## config.mk

```make
export PLATFORM = sky130hd
export DESIGN_NAME = axi_i2c
export DESIGN_NICKNAME = d
export VERILOG_FILES = /design/src/rtl/axi_i2c_pkg.sv /design/src/rtl/i2c_loopback_model.sv /design/src/rtl/axi_i2c.sv
export SDC_FILE = /design/constraint.sdc
export NUM_CORES = 1
export LEC_CHECK = 0
export BUFFER_PORTS_ARGS = -buffer_cell sky130_fd_sc_hd__buf_2
export CORE_ASPECT_RATIO = 1.2
export CORE_MARGIN = 2
export CORE_UTILIZATION = 30
export DETAILED_ROUTE_END_ITERATION = 16
export GPL_TIMING_DRIVEN = 0
export PLACE_DENSITY_LB_ADDON = 0.12
export SKIP_LAST_GASP = 1
export SYNTH_ARGS = -nofsm -noshare
export SYNTH_HDL_FRONTEND = slang
export SYNTH_SLANG_ARGS = --single-unit
```

## constraint.sdc

```tcl
create_clock -name clk -period 1.5 [get_ports clk]
set_input_delay 0.15 -clock clk [delete_from_list [all_inputs] [get_ports clk]]
set_output_delay 0.15 -clock clk [all_outputs]
set_load 0.01 [all_outputs]
```

## src/rtl/axi_i2c_pkg.sv

```systemverilog
// Shared register offsets, status bit positions and transfer FSM states for the
// AXI-Lite I2C controller stand-in.
package axi_i2c_pkg;

    localparam logic [2:0] REG_CTRL   = 3'd0;
    localparam logic [2:0] REG_ADDR   = 3'd1;
    localparam logic [2:0] REG_TX     = 3'd2;
    localparam logic [2:0] REG_RX     = 3'd3;
    localparam logic [2:0] REG_STATUS = 3'd4;

    localparam int STAT_BUSY = 0;
    localparam int STAT_DONE = 1;
    localparam int STAT_NACK = 2;

    typedef enum logic {
        ST_IDLE = 1'b0,
        ST_XFER = 1'b1
    } state_t;

endpackage

```

## src/rtl/i2c_loopback_model.sv

```systemverilog
// Emulated I2C transfer: fixed-latency down-counter, address check at completion,
// and a model slave that answers with tx+1.
//
//  state   | meaning
//  --------+-----------------------------------------------
//  ST_IDLE | no transfer in flight, waiting for start
//  ST_XFER | counting down; completes when counter hits 0
module i2c_loopback_model #(
    parameter logic [6:0] SLAVE_ADDR  = 7'h50,
    parameter int         XFER_CYCLES = 2
) (
    input  logic       clk,
    input  logic       resetn,
    input  logic       start,
    input  logic [7:0] tx,
    input  logic [6:0] addr,
    output logic       busy,
    output logic       done,
    output logic       nack,
    output logic [7:0] rx,
    output logic       rx_we
);
    import axi_i2c_pkg::*;

    localparam int              CW       = (XFER_CYCLES > 1) ? $clog2(XFER_CYCLES) : 1;
    localparam logic [CW-1:0]   CNT_LOAD = CW'(XFER_CYCLES - 1);

    state_t        state;
    state_t        state_nxt;
    logic [CW-1:0] cnt;
    logic          tc;
    logic          ack;

    assign tc  = (cnt == '0);
    assign ack = (addr == SLAVE_ADDR);

    always_ff @(posedge clk or negedge resetn) begin
        if (!resetn) state <= ST_IDLE;
        else         state <= state_nxt;
    end

    always_comb begin
        state_nxt = state;
        case (state)
            ST_IDLE: if (start) state_nxt = ST_XFER;
            ST_XFER: if (tc)    state_nxt = ST_IDLE;
            default:            state_nxt = ST_IDLE;
        endcase
    end

    always_comb begin
        busy  = (state == ST_XFER);
        rx_we = busy && tc && ack;
        rx    = tx + 8'd1;
    end

    // The address is compared at completion, so ADDR writes mid-transfer take effect.
    always_ff @(posedge clk or negedge resetn) begin
        if (!resetn) begin
            cnt  <= '0;
            done <= 1'b0;
            nack <= 1'b0;
        end else if (state == ST_IDLE) begin
            if (start) begin
                cnt  <= CNT_LOAD;
                done <= 1'b0;
                nack <= 1'b0;
            end
        end else if (tc) begin
            done <= 1'b1;
            nack <= !ack;
        end else begin
            cnt <= cnt - 1'b1;
        end
    end

endmodule

```

## src/rtl/axi_i2c.sv

```systemverilog
// AXI4-Lite slave holding the I2C controller register file; transfers run against
// an internal loopback model, there are no bus pins.
module axi_i2c #(
    parameter logic [6:0] SLAVE_ADDR  = 7'h50,
    parameter int         XFER_CYCLES = 2
) (
    input  logic        clk,
    input  logic        resetn,
    input  logic [11:0] s_axi_awaddr,
    input  logic        s_axi_awvalid,
    output logic        s_axi_awready,
    input  logic [31:0] s_axi_wdata,
    input  logic [3:0]  s_axi_wstrb,
    input  logic        s_axi_wvalid,
    output logic        s_axi_wready,
    output logic [1:0]  s_axi_bresp,
    output logic        s_axi_bvalid,
    input  logic        s_axi_bready,
    input  logic [11:0] s_axi_araddr,
    input  logic        s_axi_arvalid,
    output logic        s_axi_arready,
    output logic [31:0] s_axi_rdata,
    output logic [1:0]  s_axi_rresp,
    output logic        s_axi_rvalid,
    input  logic        s_axi_rready
);
    import axi_i2c_pkg::*;

    logic        wr_rdy;
    logic        wr_hs;
    logic        rd_hs;
    logic [2:0]  wr_idx;
    logic [2:0]  rd_idx;
    logic [31:0] rd_mux;
    logic        ctrl_en;
    logic [6:0]  addr_reg;
    logic [7:0]  tx_reg;
    logic [7:0]  rx_reg;
    logic        tx_wr;
    logic        start;
    logic        busy;
    logic        done;
    logic        nack;
    logic [7:0]  rx_nxt;
    logic        rx_we;
    logic        unused_bits;

    assign unused_bits = ^{s_axi_awaddr[11:5], s_axi_awaddr[1:0], s_axi_araddr[11:5],
                           s_axi_araddr[1:0], s_axi_wdata[31:8], s_axi_wstrb[3:1]};

    assign s_axi_awready = wr_rdy;
    assign s_axi_wready  = wr_rdy;
    assign s_axi_bresp   = 2'b00;
    assign s_axi_rresp   = 2'b00;

    assign wr_idx = s_axi_awaddr[4:2];
    assign rd_idx = s_axi_araddr[4:2];
    assign wr_hs  = wr_rdy && s_axi_awvalid && s_axi_wvalid;
    assign rd_hs  = s_axi_arready && s_axi_arvalid;
    // A TX write during a transfer is dropped entirely, data included.
    assign tx_wr  = wr_hs && (wr_idx == REG_TX) && s_axi_wstrb[0] && !busy;
    assign start  = tx_wr && ctrl_en;

    always_ff @(posedge clk or negedge resetn) begin
        if (!resetn) begin
            wr_rdy       <= 1'b0;
            s_axi_bvalid <= 1'b0;
        end else begin
            wr_rdy <= s_axi_awvalid && s_axi_wvalid && !s_axi_bvalid && !wr_rdy;
            if (wr_hs)             s_axi_bvalid <= 1'b1;
            else if (s_axi_bready) s_axi_bvalid <= 1'b0;
        end
    end

    always_comb begin
        rd_mux = '0;
        case (rd_idx)
            REG_CTRL:   rd_mux[0]   = ctrl_en;
            REG_ADDR:   rd_mux[6:0] = addr_reg;
            REG_TX:     rd_mux[7:0] = tx_reg;
            REG_RX:     rd_mux[7:0] = rx_reg;
            REG_STATUS: begin
                rd_mux[STAT_BUSY] = busy;
                rd_mux[STAT_DONE] = done;
                rd_mux[STAT_NACK] = nack;
            end
            default:    rd_mux = '0;
        endcase
    end

    always_ff @(posedge clk or negedge resetn) begin
        if (!resetn) begin
            s_axi_arready <= 1'b0;
            s_axi_rvalid  <= 1'b0;
            s_axi_rdata   <= '0;
        end else begin
            s_axi_arready <= s_axi_arvalid && !s_axi_rvalid && !s_axi_arready;
            if (rd_hs) begin
                s_axi_rdata  <= rd_mux;
                s_axi_rvalid <= 1'b1;
            end else if (s_axi_rready) begin
                s_axi_rvalid <= 1'b0;
            end
        end
    end

    always_ff @(posedge clk or negedge resetn) begin
        if (!resetn) begin
            ctrl_en  <= 1'b0;
            addr_reg <= '0;
            tx_reg   <= '0;
            rx_reg   <= '0;
        end else begin
            if (wr_hs && s_axi_wstrb[0]) begin
                if (wr_idx == REG_CTRL) ctrl_en  <= s_axi_wdata[0];
                if (wr_idx == REG_ADDR) addr_reg <= s_axi_wdata[6:0];
            end
            if (tx_wr) tx_reg <= s_axi_wdata[7:0];
            if (rx_we) rx_reg <= rx_nxt;
        end
    end

    i2c_loopback_model #(
        .SLAVE_ADDR  (SLAVE_ADDR),
        .XFER_CYCLES (XFER_CYCLES)
    ) u_model (
        .clk    (clk),
        .resetn (resetn),
        .start  (start),
        .tx     (tx_reg),
        .addr   (addr_reg),
        .busy   (busy),
        .done   (done),
        .nack   (nack),
        .rx     (rx_nxt),
        .rx_we  (rx_we)
    );

endmodule

```

---- Word level (Yosys, flattened, before mapping) ----
Index checks and enable logic that the tools add are counted.
Widths: inputs -> output; s select.
cells by class
  multiplexer cells ....................... 19
  reductions and logical operators ........ 29
  eq/ne operators ......................... 8
  add/subtract/negate cells ............... 2
  bitwise gates (word level) .............. 2
operator list
  kind                 count
  $logic_and 1x1->1    15
  $mux 1               14
  $pmux 4 s3           1
  $eq 3x2->1 const B   3
  $add 8x1->8 const B  1
  $pmux 2 s4           1
  $eq 7x7->1 const B   1
  $eq 3x1->1 const B   2
  $logic_not 1->1      6
  $logic_not 3->1      2
  $reduce_and 2->1     3
  $reduce_bool 2->1    3
  $pmux 1 s5           1
  $pmux 1 s2           2
  $eq 3x3->1 const B   1
  $ne 2x2->1 const B   1
  $not 1->1            2
  $sub 1x1->1 const B  1
word-level totals
  word-level logic and storage cells ...... 73
  register bits after elaboration ......... 40
  input bits .............................. 67
  output and inout port bits .............. 41

---- Longest topological paths before layout ----
  depth in word-level cells ............... 8
  mapped depth ............................ 5
  depth with buffers taken out ............ 5

---- Hierarchy ----
Synthesis repeated with hierarchy kept, for this count alone.
second synthesis, totals
  cells, all modules ...................... 181
  area, all modules ....................... 2123.3 sq um
modules (own cells, without submodules)
  module              instances  cells each  area an instance (sq um)
  axi_i2c             1          146         1820.5
  i2c_loopback_model  1          35          302.8

---- Worst setup path before layout ----
OpenSTA, ideal clock, no wires.
  path type ............................... register to register
  start point ............................. reg wr_rdy, in the netlist s_axi_awready
  end point ............................... reg addr_reg[0]
  slack ................................... 122 ps
  period minus slack after synthesis ...... 1378 ps
  buffers on the path ..................... 1
  data arrival time ....................... 1253 ps
  cell stages (with the launch flop) ...... 5
  cell sequence ........................... dfrtp_1 and3_4 and4b_1 buf_6 mux2_4
between the ends
  cells in the longest elaborated chain, start to end .. 4
RTL lines
  element                            RTL line        RTL
  from (decl)                        axi_i2c.sv:29   logic wr_rdy;
  from (signal assigned)             axi_i2c.sv:69   wr_rdy <= s_axi_awvalid && s_axi_wvalid && !s_axi_bvalid && !wr_rdy;
  $logic_and 1x1->1 (2 in series)    axi_i2c.sv:58   assign wr_hs = wr_rdy && s_axi_awvalid && s_axi_wvalid;
  $logic_and 1x1->1                  axi_i2c.sv:114  if (wr_hs && s_axi_wstrb[0]) begin
  $reduce_and 2->1 (no source line)  n/a
  to (signal assigned)               axi_i2c.sv:116  if (wr_idx == REG_ADDR) addr_reg <= s_axi_wdata[6:0];
  to (decl)                          axi_i2c.sv:36   logic [6:0] addr_reg;
Every way passes these cells.
A chain may end at the register's enable or synchronous reset.

---- Worst setup path in the final report ----
  start point ............................. reg wr_rdy, in the netlist s_axi_awready
  end point ............................... reg addr_reg[4]
The elaborated chain is that of the path after synthesis.

==> results.md <==
* Placed inst area at 0.00256 sq mm
* Fin crit period at 1410 ps
* Iteration-0 DRC Markers at 40
* Pwr/cell area at 860 mW/mm^2
* Die area at 0.00795 sq mm
* Crit path DAT at 1600 ps
* Worst VDD drop at 0.291 mV
* R2R Path End: addr_reg[4]
* Buffers on Ports at 34
* Max_cap viols at 0
* Via count at 1,443
* P_leak at 1.36 nW
* CP Class: flop to flop
* Final net count at 324
* Most common cell after layout, fill and taps aside: dfrtp_1
* RSZ-0062 raised after global routing: no
* First-pass GRT wire length at 6960 microns
* R2R depth at 4
* CP max stage delay at 410 ps
* Grt ovf at 0
* Start of the worst register-to-register path: s_axi_awready
* Core region area at 0.00715 sq mm
* Yosys reg bits at 40
* RD Place Congestion at 0.721
* Critical-path cell list: and3_4 > and4b_1 > buf_6 > mux2_4
* Setup crit end: addr_reg[4]
* Syn-to-layout area delta at 22.3%
* F_max at 0.708 GHz
* Clock transition at path regs at 80 ps
* Crit path launch type: flop
* CTS Buf Count at 5
* Multi-input gate area at 998 sq um
* Via density at 4.16
* Crit path capture type: flop
* Reg2reg setup slack at 90 ps
* Final ANT Viol Nets at 0
* Synth cell types at 41
* Mapped cell area at 0.00218 sq mm
* Design area at 0.00266 sq mm
* Tot GR Track Use at 11.5%
* DPL Wire Length at 3260 microns
* Vias in the first global route at 1,386
* Pre-Repair DR Iteration Count at 4
* Min-delay worst type: input pin to async pin
* Max Fanout on Critical Path at 7
* CP max-delay cell: dfrtp_1
* # IOs at 108
* Register area at 0.00100 sq mm
* Wire length per cell at 12.1 microns
* Worst skew pair latency at 300 ps
* CP startpoint: s_axi_awready
* Layout cell share with drive strength beyond 1 at 41.2%
* Hold_ws at -19.8 ps
* Tot Pwr at 2.29 mW
* Die width at 81.7 microns
* Fin. max-slew vios at 0
* Cells after Synth at 187
* DRC errors left at 0
* Crit path required time at 1690 ps
* Worst-margin pin slew at 906 ps
* N_diodes at 0
* CTS tree: done
* Hold-fix buffers, CTS at 0
* Post-Route WL at 4180 microns
* Failing checks: negative hold slack
* Final setup fails at 0
* Setup TNS at 0 ps
* Row cnt at 34
* Outcome: finished, violations left
* FFs w/ async S/R, synth at 100%
* Most frequent cells in the layout: dfrtp_1, buf_2, buf_4
* Period utilisation layout at 94.1%
* Clock root buffer master: clkbuf_8
* Total clock sinks at 40
* Main synth FF type: dfrtp_1
* H-tree lvl count at 2
* Fin cells at 347
* Fill cells at 734
* Worst clock skew at 8.82 ps
* Mean post-synth cell area at 11.6 sq um
* Initial core utilization at 30.4%
* Number of synthesis warnings at 0
* Worst rel slew slack at 39.6%
* Placed cells at 338
* Clock Path Buffers at 2
* Post-synthesis sequential area ratio at 46.0%
* Largest net degree at the start of global routing at 41
* Endpoints failing hold at 37
* Initial antenna violation count at 0
* Post-synth EDFFs at 0
* Die H at 97.3 microns
-- worst min path at each step --
stage | startpoint | end | slack (ps) | cells after the start
3_5_place_dp | resetn | rx_reg[6] | 340 | 1
5_1_grt | resetn | rx_reg[3] | 50 | 1
4_1_cts | resetn | rx_reg[6] | 20 | 1
3_3_place_gp | resetn | s_axi_rdata[5] | 350 | 1
2_1_floorplan | resetn | addr_reg[0] | -150 | 0
6_report | resetn | s_axi_rdata[6] | -20 | 1
-- metrics by stage --
stage	util [%]	worst slack (ps)
final	37.2	88.4
after global routing	37.2	9.09
after CTS	37.1	32.5
after detailed placement	35.8	50.5
after global placement	35.8	55.8
after floorplan	-	122
-- layer usage --
metal / up-vias / global-route usage [%] / wire (microns)
met4: 0 / 5.00 / 91
met5: - / 0 / 0
met1: 654 / 15.3 / 1900
met3: 6 / 2.51 / 255
met2: 48 / 17.6 / 1930
li1: 735 / - / -
-- worst max-delay path, delay by kind of cell (launching register included) --
kind	cells	cell delay, ps
flops	1	410
simple gates	2	430
mux	1	300
buf+inv	1	160
-- logic make-up after synthesis --
group | synth area share (%)
adders and majority gates | 0.575
muxes | 14.4
xor gates and xnor gates | 2.42
DFF | 46.0
other | 0.172
buffers and inverters | 12.8
AOI/OAI and AO/OA | 10.1
and+or+nand+nor | 13.6
-- synthesized netlist by cell type, types with 2 or more instances --
cell type  instances  area (sq um)
o21ai_1            6          30.0
o21ai_2            3          26.3
nor3b_2            2          25.0
nor2_1             3          11.3
buf_4             30           225
nand3_1            3          15.0
dfrtp_1           40          1000
and2b_1            2          15.0
a21oi_1            2          10.0
nand2b_1           2          12.5
o22a_1             2          17.5
a22o_1             9          78.8
and3_1             3          18.8
nand2_1           16          60.1
a22oi_1            2          15.0
inv_1              4          15.0
xnor2_1            4          35.0
mux2_2            11           124
mux2_4            10           150
o21ai_0            4          20.0
buf_6              3          33.8
nor2b_1            3          18.8
mux2i_1            4          40.0
xor2_1             2          17.5
-- report_power, final --
group / total (mW) / switching (mW) / internal (mW)
sequential: 1.19 / 0.0556 / 1.13
clock: 0.769 / 0.395 / 0.374
combinational: 0.331 / 0.159 / 0.172
total: 2.29 / 0.609 / 1.68
-- area by class of cell --
cell class,count,share of cell area [%]
flip-flops and latches,40,37.6
well taps,90,4.23
inverters,4,0.564
repair buffers,35,6.68
plain buffers,34,9.87
clock inverters,1,0.282
multi-input cells,136,37.5
clock buffers,7,3.24
-- timing repair --
action | CTS | global route
endpoints found under the setup margin | 0 | 7
buffers inserted | 0 | 1
gates resized for setup | 0 | 0
No activity file was read; power rests on OpenSTA's default activity.
